==> config.mk <==
export PLATFORM = sky130hd
export DESIGN_NAME = muldiv_ctrl
export DESIGN_NICKNAME = d
export VERILOG_FILES = /design/src/rtl/muldiv_pkg.sv /design/src/rtl/muldiv_ctrl.sv
export SDC_FILE = /design/constraint.sdc
export NUM_CORES = 1
export LEC_CHECK = 0
export CORE_MARGIN = 10
export CORE_UTILIZATION = 35
export CTS_CLUSTER_SIZE = 16
export DETAILED_ROUTE_END_ITERATION = 6
export SLEW_MARGIN = 5
export SYNTH_ARGS = -nofsm -noshare
export SYNTH_HDL_FRONTEND = slang
export SYNTH_SLANG_ARGS = --single-unit
==> constraint.sdc <==
create_clock -name clk -period 1.57 [get_ports clk]
set_input_delay 0.2355 -clock clk [delete_from_list [all_inputs] [get_ports clk]]
set_output_delay 0.2355 -clock clk [all_outputs]
set_load 0.03 [all_outputs]
==> src/rtl/muldiv_pkg.sv <==
//==============================================================================
// Module      : muldiv_pkg
// Description : Shared definitions for the multiply/divide sequencing control:
//               2-bit state encoding, iteration-counter width and default
//               RUN-phase lengths for multiply and divide.
// Revision    : 1.0 - initial release
//==============================================================================
`default_nettype none

package muldiv_pkg;

    // Width of the iteration counter; both cycle counts must fit in it.
    localparam int c_cnt_w = 6;

    // Default RUN-phase lengths.
    localparam int c_mul_cycles_dflt = 4;
    localparam int c_div_cycles_dflt = 32;

    // State encoding.
    typedef logic [1:0] state_t;
    localparam state_t c_st_idle = 2'd0;
    localparam state_t c_st_run  = 2'd1;
    localparam state_t c_st_done = 2'd2;

    typedef logic [c_cnt_w-1:0] cnt_t;
    localparam cnt_t c_cnt_zero = '0;
    localparam cnt_t c_cnt_one  = cnt_t'(1);

    // Counter load value for a RUN phase of n cycles (counts n-1 down to 0).
    function automatic cnt_t cycles_to_cnt(input int n);
        return cnt_t'(n - 1);
    endfunction

endpackage

`default_nettype wire

==> src/rtl/muldiv_ctrl.sv <==
//==============================================================================
// Module      : muldiv_ctrl
// Description : Sequencing control for an iterative multiply/divide unit.
//               Accepts a mult/div from Execute, enables the iterative steps
//               for a fixed number of cycles, then pulses the HI/LO write
//               enable. Generates the stall request for dependent mfhi/mflo
//               or a second mult/div while an operation is in flight.
//               Optional macro MULDIV_DIV0_FAST_EN: a divide by zero skips
//               the RUN phase and reports div0 with the HI/LO write.
// Revision    : 1.0 - initial release
//==============================================================================
`default_nettype none

module muldiv_ctrl
    import muldiv_pkg::*;
#(
    parameter int MUL_CYCLES = c_mul_cycles_dflt,
    parameter int DIV_CYCLES = c_div_cycles_dflt
) (
    input  logic clk,
    input  logic rst,
    input  logic start,
    input  logic mul0_div1_sel,
    input  logic opb_zero,
    input  logic hilo_rd,
    input  logic flushE,
    output logic op_load,
    output logic step_en,
    output logic hilo_we,
    output logic busy,
    output logic stall_md,
    output logic div0
);

    localparam cnt_t c_mul_load = cycles_to_cnt(MUL_CYCLES);
    localparam cnt_t c_div_load = cycles_to_cnt(DIV_CYCLES);

    state_t r_state;
    state_t w_state_nxt;
    cnt_t   r_cnt;
    cnt_t   w_cnt_nxt;
    logic   r_op_div;
    logic   w_op_div_nxt;
    logic   w_accept;
    logic   w_fast_div0;

    // A flushed instruction is never accepted, and reset wins over start.
    assign w_accept = (r_state == c_st_idle) && start && !flushE && !rst;

`ifdef MULDIV_DIV0_FAST_EN
    logic r_div0;
    logic w_div0_nxt;

    assign w_fast_div0 = mul0_div1_sel && opb_zero;

    // Remember that the operation in flight took the divide-by-zero shortcut.
    always_ff @(posedge clk) begin
        if (rst) begin
            r_div0 <= 1'b0;
        end else begin
            r_div0 <= w_div0_nxt;
        end
    end

    assign w_div0_nxt = w_accept ? w_fast_div0 :
                        (r_state == c_st_done) ? 1'b0 : r_div0;
    assign div0       = (r_state == c_st_done) && r_div0;
`else
    // Divide by zero runs the full divide; the flag is never raised.
    logic w_unused_opb_zero;
    assign w_unused_opb_zero = opb_zero;
    assign w_fast_div0       = 1'b0;
    assign div0              = 1'b0;
`endif

    // State, iteration counter and latched operation type.
    always_ff @(posedge clk) begin
        if (rst) begin
            r_state  <= c_st_idle;
            r_cnt    <= c_cnt_zero;
            r_op_div <= 1'b0;
        end else begin
            r_state  <= w_state_nxt;
            r_cnt    <= w_cnt_nxt;
            r_op_div <= w_op_div_nxt;
        end
    end

    // Next-state, counter update and per-state control outputs.
    always_comb begin
        w_state_nxt  = r_state;
        w_cnt_nxt    = r_cnt;
        w_op_div_nxt = r_op_div;
        op_load      = 1'b0;
        step_en      = 1'b0;
        hilo_we      = 1'b0;
        case (r_state)
            c_st_idle: begin
                if (w_accept) begin
                    op_load      = 1'b1;
                    w_op_div_nxt = mul0_div1_sel;
                    w_cnt_nxt    = mul0_div1_sel ? c_div_load : c_mul_load;
                    w_state_nxt  = w_fast_div0 ? c_st_done : c_st_run;
                end
            end
            c_st_run: begin
                step_en = 1'b1;
                if (r_cnt == c_cnt_zero) begin
                    w_state_nxt = c_st_done;
                end else begin
                    w_cnt_nxt = r_cnt - c_cnt_one;
                end
            end
            c_st_done: begin
                hilo_we     = 1'b1;
                w_state_nxt = c_st_idle;
            end
            default: begin
                w_state_nxt = c_st_idle;
            end
        endcase
    end

    assign busy     = (r_state != c_st_idle);
    assign stall_md = busy && (hilo_rd || start);

endmodule

`default_nettype wire

==> results of run 1 <==
==> cell type report <==
type | instances | area (sq um)
inverters | 10 | 37.5
clock buffers | 3 | 22.5
flip-flops and latches | 8 | 163
fillers | 155 | 729
well taps | 16 | 20.0
multi-input cells | 43 | 348
repair buffers | 20 | 169
==> path summary, 6_finish.rpt <==
path / startpoint / endpoint / slack, ns / cells after the start
worst max-delay path: r_state[1] / busy / 0.06 / 2
worst min register to register: r_cnt[5] / r_cnt[5] / 0.53 / 2
worst max register to register: r_cnt[0] / r_cnt[3] / 0.07 / 6
worst min-delay path: r_cnt[5] / r_cnt[5] / 0.53 / 2
==> cell usage after synthesis, drive strengths merged, types with 2 or more instances <==
master,count
o21ai,2
a21oi,8
ha,2
o32ai,3
dfxtp,8
or3,2
inv,10
nand2,3
nand3,2
nor2,4
buf,3
nor2b,3
==> metrics by stage <==
step | TNS (ns) | instances
after floorplan | 0 | 64
after global placement | 0 | 96
after CTS | 0 | 99
after detailed placement | -0.0431 | 96
final | 0 | 100
after global routing | 0 | 100
==> cells by family (layout without fill, tap and decap cells) <==
group           count (synthesis)  after routing
buf+inv                        13             33
flops                           8              8
compound gates                 20             20
other cells                     1              1
simple gates                   20             20
fa+ha+maj                       2              2
==> layer usage <==
layer | vias to the layer above | part of all wire | global-route usage
met2 | 19 | 0.48 | 0.135
met4 | 0 | 0.017 | 0.0492
met5 | - | 0 | 0
met3 | 4 | 0.096 | 0.0429
met1 | 255 | 0.40 | 0.107
li1 | 263 | - | -
==> sequential cells by signal (all words and copies together) (netlist names) <==
signal	count
r_state	2
r_cnt	6
==> worst min-delay path, cell delays in order (launching register included) <==
cell     delay (ns)
dfxtp_1        0.34
o31ai_1        0.08
a21oi_1        0.06
==> power groups by stage <==
stage / logic, uW / clock network [uW] / registers [uW]
final: 301 / 169 / 249
after CTS: 286 / 172 / 247
after detailed placement: 284 / 0 / 250
after floorplan: 191 / 0 / 245
after global placement: 278 / 0 / 249
after global routing: 333 / 188 / 253
==> repair_timing <==
item	CTS	global route
gates resized for setup	7	8
gates cloned	0	0
endpoints found under the hold margin	0	0
setup buffers	0	1
setup endpoints to repair	6	6
pin swaps	2	3
==> metrics.txt, run 1 <==
drt initial violations=8; Post-Syn Area=542 sq um; required time of the worst setup path=1.33 ns; CTS H-Tree Depth=1; CP Buf/Inv Count=1; Slowest-stage cell, CP=dlygate4sd2_1; Post-synth EDFFs=0; final core utilization=0.510; Max Freq=661 MHz; critical path arrival=1.28 ns; CTS tree=done; Nets=95; vias in the first global route=513; drt pass-1 iters=4; Routed wire per std cell=14.4 um; Clock transition at path regs=0.06 ns; prevailing post-synth register cell=dfxtp_1; syn_nets=73; post-synthesis adder-cell area fraction=0.0462; sw power=260 uW; Max-Cap Viols=0; commonest non-fill, non-tap cell in the layout=buf_4; status=complete, no violations; Tot GR Track Use=0.0920; Post-Route WL=1440 um; via count=541; remaining antenna violation count=0; post-route cell area=759 sq um; simple-gate share of the synthesized area=0.226; largest area contributor in the netlist=dfxtp_1; count of final setup violators=0; CTS sink cnt=8; initial antenna violation count=0; warnings from Yosys=0; Mapped Cells=64; Hold WC Path Type=reg2reg; crit path kind=reg2out; final worst slack=0.0575 ns; Fin. Hold Viols=0; clock buffer depth=2; area delta synth->final=40.2%; Largest delay share family, worst path=buffers and inverters; Post-DP HPWL=1090 um; Post-synth ARST share=0; Clock power frac=0.235; gpl congestion=0.742; Setup crit end kind=primary output; Worst Skew=0.00351 ns; num rows=14; cts bufs inserted=3; largest family of logic cells by synthesized area=compound AO/OA/AOI/OAI gates; Final Power=719 uW; core footprint=1490 sq um; Yosys cell types=28; Internal Power=459 uW; CP startpoint kind=flip-flop; Clock Latency Late Sink=0.26 ns; pin count of the biggest net entering global routing=9; leakage=0.000344 uW; Comb pwr share=0.418; CTS Root Cell=clkbuf_4; share of power burned in registers=0.347; sw frac=0.362; Final min period=1.51 ns; DR DRC count=0; Fin Hold WS=0.531 ns; layout cells sized above 1=0.393; Port Buffers=10; Hold Buf Count CTS=0; commonest cells after routing, fill and taps aside=12 x buf_4, 8 x a21oi_1, 7 x inv_1; Initial Utilization=0.364; Synth Area in Compound Gates=0.307; die width=59.3 um; PD cells=947 nW/um^2; pre-CTS WS=-0.0219 ns; synthesized flop and latch total=8; top area cells in the synthesized netlist=dfxtp_1 30%, o32ai_2 9.0%, a21oi_1 7.4%; ANT cells=0; die area=3520 sq um; Synth top area share=0.296; CP max FO=4; fin crit share=0.963; Die H=59.3 um; total gr overflow=0; Max Slew Vio Count=0; peak supply drop=444 uV; # IOs=13; mux cell area share after synthesis=0; Placed Area=696 sq um; syn_area_per_cell=8.47 sq um; RSZ-0062 raised after global routing=no; drt via density=5.41; critical path cell sequence=or2_2 -> dlygate4sd2_1; Post-Synth XOR/XNOR Area=0; Seq/Total Area, Yosys=0.296; global-route wire length before repair=2470 um; Max stage delay on crit path=0.36 ns
(Power assumes the default switching activity.)
==> inputs of run 2 (changes only) <==
Settings changed: CORE_AREA set to 10 10 47 49, CORE_MARGIN 10 to not set, CORE_UTILIZATION 35 to not set, CTS_CLUSTER_SIZE 16 to not set, DIE_AREA set to 0 0 57 59, PLACE_DENSITY set to 0.7.
==> metrics.txt, run 2 (synthesis gave the netlist of run 1 again) <==
status=complete, no violations (unchanged); gpl congestion=0.811 (was 0.742); Initial Utilization=0.387 (was 0.364); final core utilization=0.530 (was 0.510); Comb pwr share=0.429 (was 0.418); Clock power frac=0.223 (was 0.235); Max Freq=639 MHz (was 661 MHz); sw frac=0.352 (was 0.362); CP max FO=6 (was 4); core footprint=1400 sq um (was 1490 sq um); biggest registers after layout=r_cnt: 6 flops, r_state: 2 flops (unchanged); fin crit share=0.996 (was 0.963); Die H=59 um (was 59.3 um); initial antenna violation count=0 (unchanged); die area=3360 sq um (was 3520 sq um); CTS H-Tree Depth=1 (unchanged); placed cells=95 (was 96); Max-Cap Viols=0 (unchanged); drt pass-1 iters=4 (unchanged); global-route wire length before repair=2080 um (was 2470 um); ANT cells=0 (unchanged); Routed wire per std cell=13.6 um (was 14.4 um); clock buffer depth=2 (unchanged); Port Buffers=10 (unchanged); peak supply drop=478 uV (was 444 uV); commonest cells after routing, fill and taps aside=12 x buf_4, 8 x inv_1, 8 x a21oi_1 (was 12 x buf_4, 8 x a21oi_1, 7 x inv_1); area delta synth->final=37.2% (was 40.2%); crit path kind=reg2reg (was reg2out); Fin. Hold Viols=0 (unchanged); Final min period=1.56 ns (was 1.51 ns); count of final setup violators=0 (unchanged); Max Slew Vio Count=0 (unchanged); layout cells sized above 1=0.349 (was 0.393); DR DRC count=0 (unchanged); share of power burned in registers=0.348 (was 0.347); cts bufs inserted=3 (unchanged); Final Power=713 uW (was 719 uW); pin count of the biggest net entering global routing=9 (unchanged); vias in the first global route=496 (was 513); Clock Latency Late Sink=0.26 ns (about the same); Clock transition at path regs=0.06 ns (about the same); Internal Power=462 uW (was 459 uW); drt initial violations=9 (was 8); CP startpoint kind=flip-flop (unchanged); sw power=251 uW (was 260 uW); Nets=94 (was 95); commonest non-fill, non-tap cell in the layout=buf_4 (unchanged); Post-Route WL=1350 um (was 1440 um); CTS tree=done (unchanged); required time of the worst setup path=1.73 ns (was 1.33 ns); max reg flops=6 (unchanged); Worst Skew=0.00552 ns (was 0.00351 ns); critical path arrival=1.72 ns (was 1.28 ns); Tot GR Track Use=0.0783 (was 0.0920); # IOs=13 (unchanged); Post-DP HPWL=1050 um (was 1090 um); remaining antenna violation count=0 (unchanged); CTS Root Cell=clkbuf_4 (unchanged); drt via density=5.33 (was 5.41); most flop-heavy register=r_cnt (unchanged); die width=57 um (was 59.3 um); Cell Count, Final, Fillers Out=99 (was 100); leakage=0.000339 uW (was 0.000344 uW); PD cells=959 nW/um^2 (was 947 nW/um^2); RSZ-0062 raised after global routing=yes (was no); num rows=14 (unchanged); Setup crit end kind=flip-flop (was primary output); total gr overflow=0 (unchanged); Hold WC Path Type=reg2reg (unchanged); CTS sink cnt=8 (unchanged); via count=528 (was 541)
-- run 2: final cells by class --
| class | count | area (sq um) |
|---|---|---|
| Sequential cell | 8 | 163 |
| Multi-Input combinational cell | 43 | 343 |
| Tap cell | 16 | 20.0 |
| Inverter | 10 | 37.5 |
| Clock buffer | 3 | 22.5 |
| Fill cell | 137 | 658 |
| Timing Repair Buffer | 19 | 158 |
-- run 2: timing repair --
item	4_1_cts	5_1_grt
resized for setup	4	7
setup buffers	0	1
hold buffers	0	0
endpoints found under the setup margin	6	4
pin swaps	2	3
-- run 2: critical path, stage by stage (launching register included) --
cell	delay (ns)
dfxtp_2	0.33
inv_2	0.05
ha_4	0.15
nor2b_4	0.12
a31o_4	0.27
or3_4	0.43
o32ai_2	0.12
-- run 2: metal layers --
layer / up-vias / share of wire / global-route usage
met2: 11 / 0.53 / 0.143
li1: 266 / - / -
met5: - / 0 / 0
met3: 4 / 0.035 / 0.0258
met4: 0 / 0.019 / 0.0503
met1: 247 / 0.41 / 0.0738
-- run 2: worst paths after layout --
path                  from  endpoint  slack (ns)  cells past startpoint
setup / recovery  r_cnt[0]  r_cnt[3]       0.006                      6
hold / removal    r_cnt[4]  r_cnt[4]        0.53                      2
setup reg to reg  r_cnt[0]  r_cnt[3]       0.006                      6
hold reg to reg   r_cnt[4]  r_cnt[4]        0.53                      2
-- run 2: power groups by stage --
| stage | Combinational (uW) | Clock [uW] | Sequential (uW) |
|---|---|---|---|
| after floorplan | 191 | 0 | 245 |
| after global placement | 274 | 0 | 249 |
| after detailed placement | 281 | 0 | 250 |
| after CTS | 279 | 164 | 246 |
| after global routing | 328 | 175 | 251 |
| final | 306 | 159 | 248 |
-- run 2: stage by stage --
step	hold slack (ns)	area (sq um)	setup slack (ns)	TNS, ns
3_3_place_gp	0.474	688	-0.0410	-0.119
4_1_cts	0.498	714	0.00969	0
5_1_grt	0.569	743	-0.0300	-0.0367
2_1_floorplan	0.424	542	0.0415	0
6_report	0.526	743	0.00619	0
3_5_place_dp	0.487	688	-0.0582	-0.212
==> inputs of run 3 (changes only) <==
Settings changed: GPL_TIMING_DRIVEN set to 0.
==> metrics.txt, run 3 (synthesis gave the netlist of run 1 again) <==
Hold WC Path Type=in2reg (was reg2reg); fin crit share=0.979 (was 0.996); DR DRC count=0 (unchanged); commonest cells after routing, fill and taps aside=8 x inv_1, 8 x a21oi_1, 6 x buf_4, 6 x dfxtp_1 (was 12 x buf_4, 8 x inv_1, 8 x a21oi_1); Routed wire per std cell=13.8 um (was 13.6 um); count of final setup violators=0 (unchanged); Fin. Hold Viols=0 (unchanged); biggest registers after layout=r_cnt: 6 flops, r_state: 2 flops (unchanged); setup TNS=0 ns (unchanged); core footprint=1400 sq um (unchanged); area of the multi-input gates=357 sq um (was 343 sq um); CTS H-Tree Depth=1 (unchanged); initial antenna violation count=0 (unchanged); pin count of the biggest net entering global routing=10 (was 9); Nets=90 (was 94); drt pass-1 iters=4 (unchanged); cts bufs inserted=3 (unchanged); most flop-heavy register=r_cnt (unchanged); leakage=0.000323 uW (was 0.000339 uW); Worst Skew=0.00741 ns (was 0.00552 ns); global-route wire length before repair=2140 um (was 2080 um); via count=501 (was 528); num rows=14 (unchanged); Post-Route WL=1320 um (was 1350 um); CP max FO=3 (was 6); gpl congestion=0.771 (was 0.811); final core utilization=0.521 (was 0.530); critical path cell sequence=clkdlybuf4s50_1 -> nor3b_4 -> nor2b_2 -> buf_4 (was inv_2 -> ha_4 -> nor2b_4 -> a31o_4 -> or3_4 -> o32ai_2); CTS sink cnt=8 (unchanged); drt initial violations=6 (was 9); area delta synth->final=34.9% (was 37.2%); Max Slew Vio Count=0 (unchanged); Largest delay share family, worst path=buffers and inverters (was simple AND/OR/NAND/NOR gates); Hold Crit Depth=2 (unchanged); Port Buffers=9 (was 10); Hold EP=r_cnt[1] (was r_cnt[4]); pre-CTS WS=-0.565 ns (was -0.0582 ns); remaining antenna violation count=0 (unchanged); CP startpoint kind=primary input (was flip-flop); Final min period=1.54 ns (was 1.56 ns); peak supply drop=450 uV (was 478 uV); drt via density=5.27 (was 5.33); crit path kind=in2out (was reg2reg); PD cells=952 nW/um^2 (was 959 nW/um^2); clock buffer depth=2 (unchanged); Hold Startpoint=rst (was r_cnt[4]); final worst slack=0.0327 ns (was 0.00619 ns); Setup crit end kind=primary output (was flip-flop); CTS Root Cell=clkbuf_4 (unchanged); Tot GR Track Use=0.0817 (was 0.0783); Crit Reg-Reg Endpoint=r_cnt[4] (was r_cnt[3]); FF/Latch Area=163 sq um (unchanged); Max Freq=651 MHz (was 639 MHz); total gr overflow=0 (unchanged); ANT cells=0 (unchanged); vias in the first global route=486 (was 496); CP Buf/Inv Count=2 (was 1); status=complete, no violations (unchanged); # IOs=13 (unchanged); Die H=59 um (unchanged); Max stage delay on crit path=0.52 ns (was 0.43 ns); Clock Latency Late Sink=0.26 ns (about the same); Max-Cap Viols=0 (unchanged); max reg flops=6 (unchanged); worst r2r src=r_cnt[0] (unchanged); Initial Utilization=0.387 (unchanged); die area=3360 sq um (unchanged); critical path arrival=1.30 ns (was 1.72 ns); reg2reg path depth=6 (unchanged); Slowest-stage cell, CP=clkdlybuf4s50_1 (was or3_4); Clock transition at path regs=0.05 ns (was 0.06 ns); Post-DP HPWL=939 um (was 1050 um); required time of the worst setup path=1.33 ns (was 1.73 ns); layout cells sized above 1=0.367 (was 0.349); Hold Buf Count CTS=0 (unchanged); internal reg-to-reg setup slack=0.05 ns (was 0.006 ns); die width=57 um (unchanged); Fillers=135 (was 137); CTS tree=done (unchanged)
-- run 3: what timing repair did --
item,4_1_cts,5_1_grt
buffers inserted,1,2
pin swaps,0,3
cloned,0,0
gates resized for setup,23,13
setup endpoints to repair,8,8
-- run 3: report_power, final --
part	internal, uW	switching [uW]
combinational	130	154
sequential	227	22.6
clock	87.8	74.1
total	445	250
-- run 3: worst register-to-register path, cell delays in order, from the launching register on --
cell,delay (ns)
dfxtp_2,0.35
inv_4,0.05
ha_4,0.15
nor2b_4,0.12
a31o_4,0.23
or3_4,0.42
o32ai_2,0.11
-- run 3: final cells by class --
type,instances,area share
inverters,10,0.0548
plain buffers,3,0.0360
well taps,16,0.0274
repair buffers,12,0.140
multi-input cells,43,0.488
flip-flops and latches,8,0.223
clock buffers,3,0.0308
-- run 3: worst max path at each step --
stage                     startpoint  endpoint  cells after the start
final                          start   op_load                      4
after global routing           start   op_load                      4
after CTS                   r_cnt[0]  r_cnt[4]                      6
after detailed placement       start   op_load                      4
after global placement         start   op_load                      4
after floorplan             r_cnt[0]  r_cnt[2]                      6
-- run 3: per-stage QoR --
step,hold slack (ns),instance area [sq um],total power (uW),cells
global route,0.193,731,752,95
floorplan,0.424,542,436,64
CTS,0.180,674,669,93
finish,0.197,731,696,95
global placement,0.459,652,500,89
detailed placement,0.457,652,503,89
-- run 3: per-layer routing --
metal | up-vias | track usage | wire length (um) | part of all wire
met2 | 16 | 0.144 | 730 | 0.56
met4 | 0 | 0.0403 | 25 | 0.019
met3 | 4 | 0.0386 | 60 | 0.046
met1 | 222 | 0.0785 | 499 | 0.38
met5 | - | 0 | 0 | 0
li1 | 259 | - | - | -
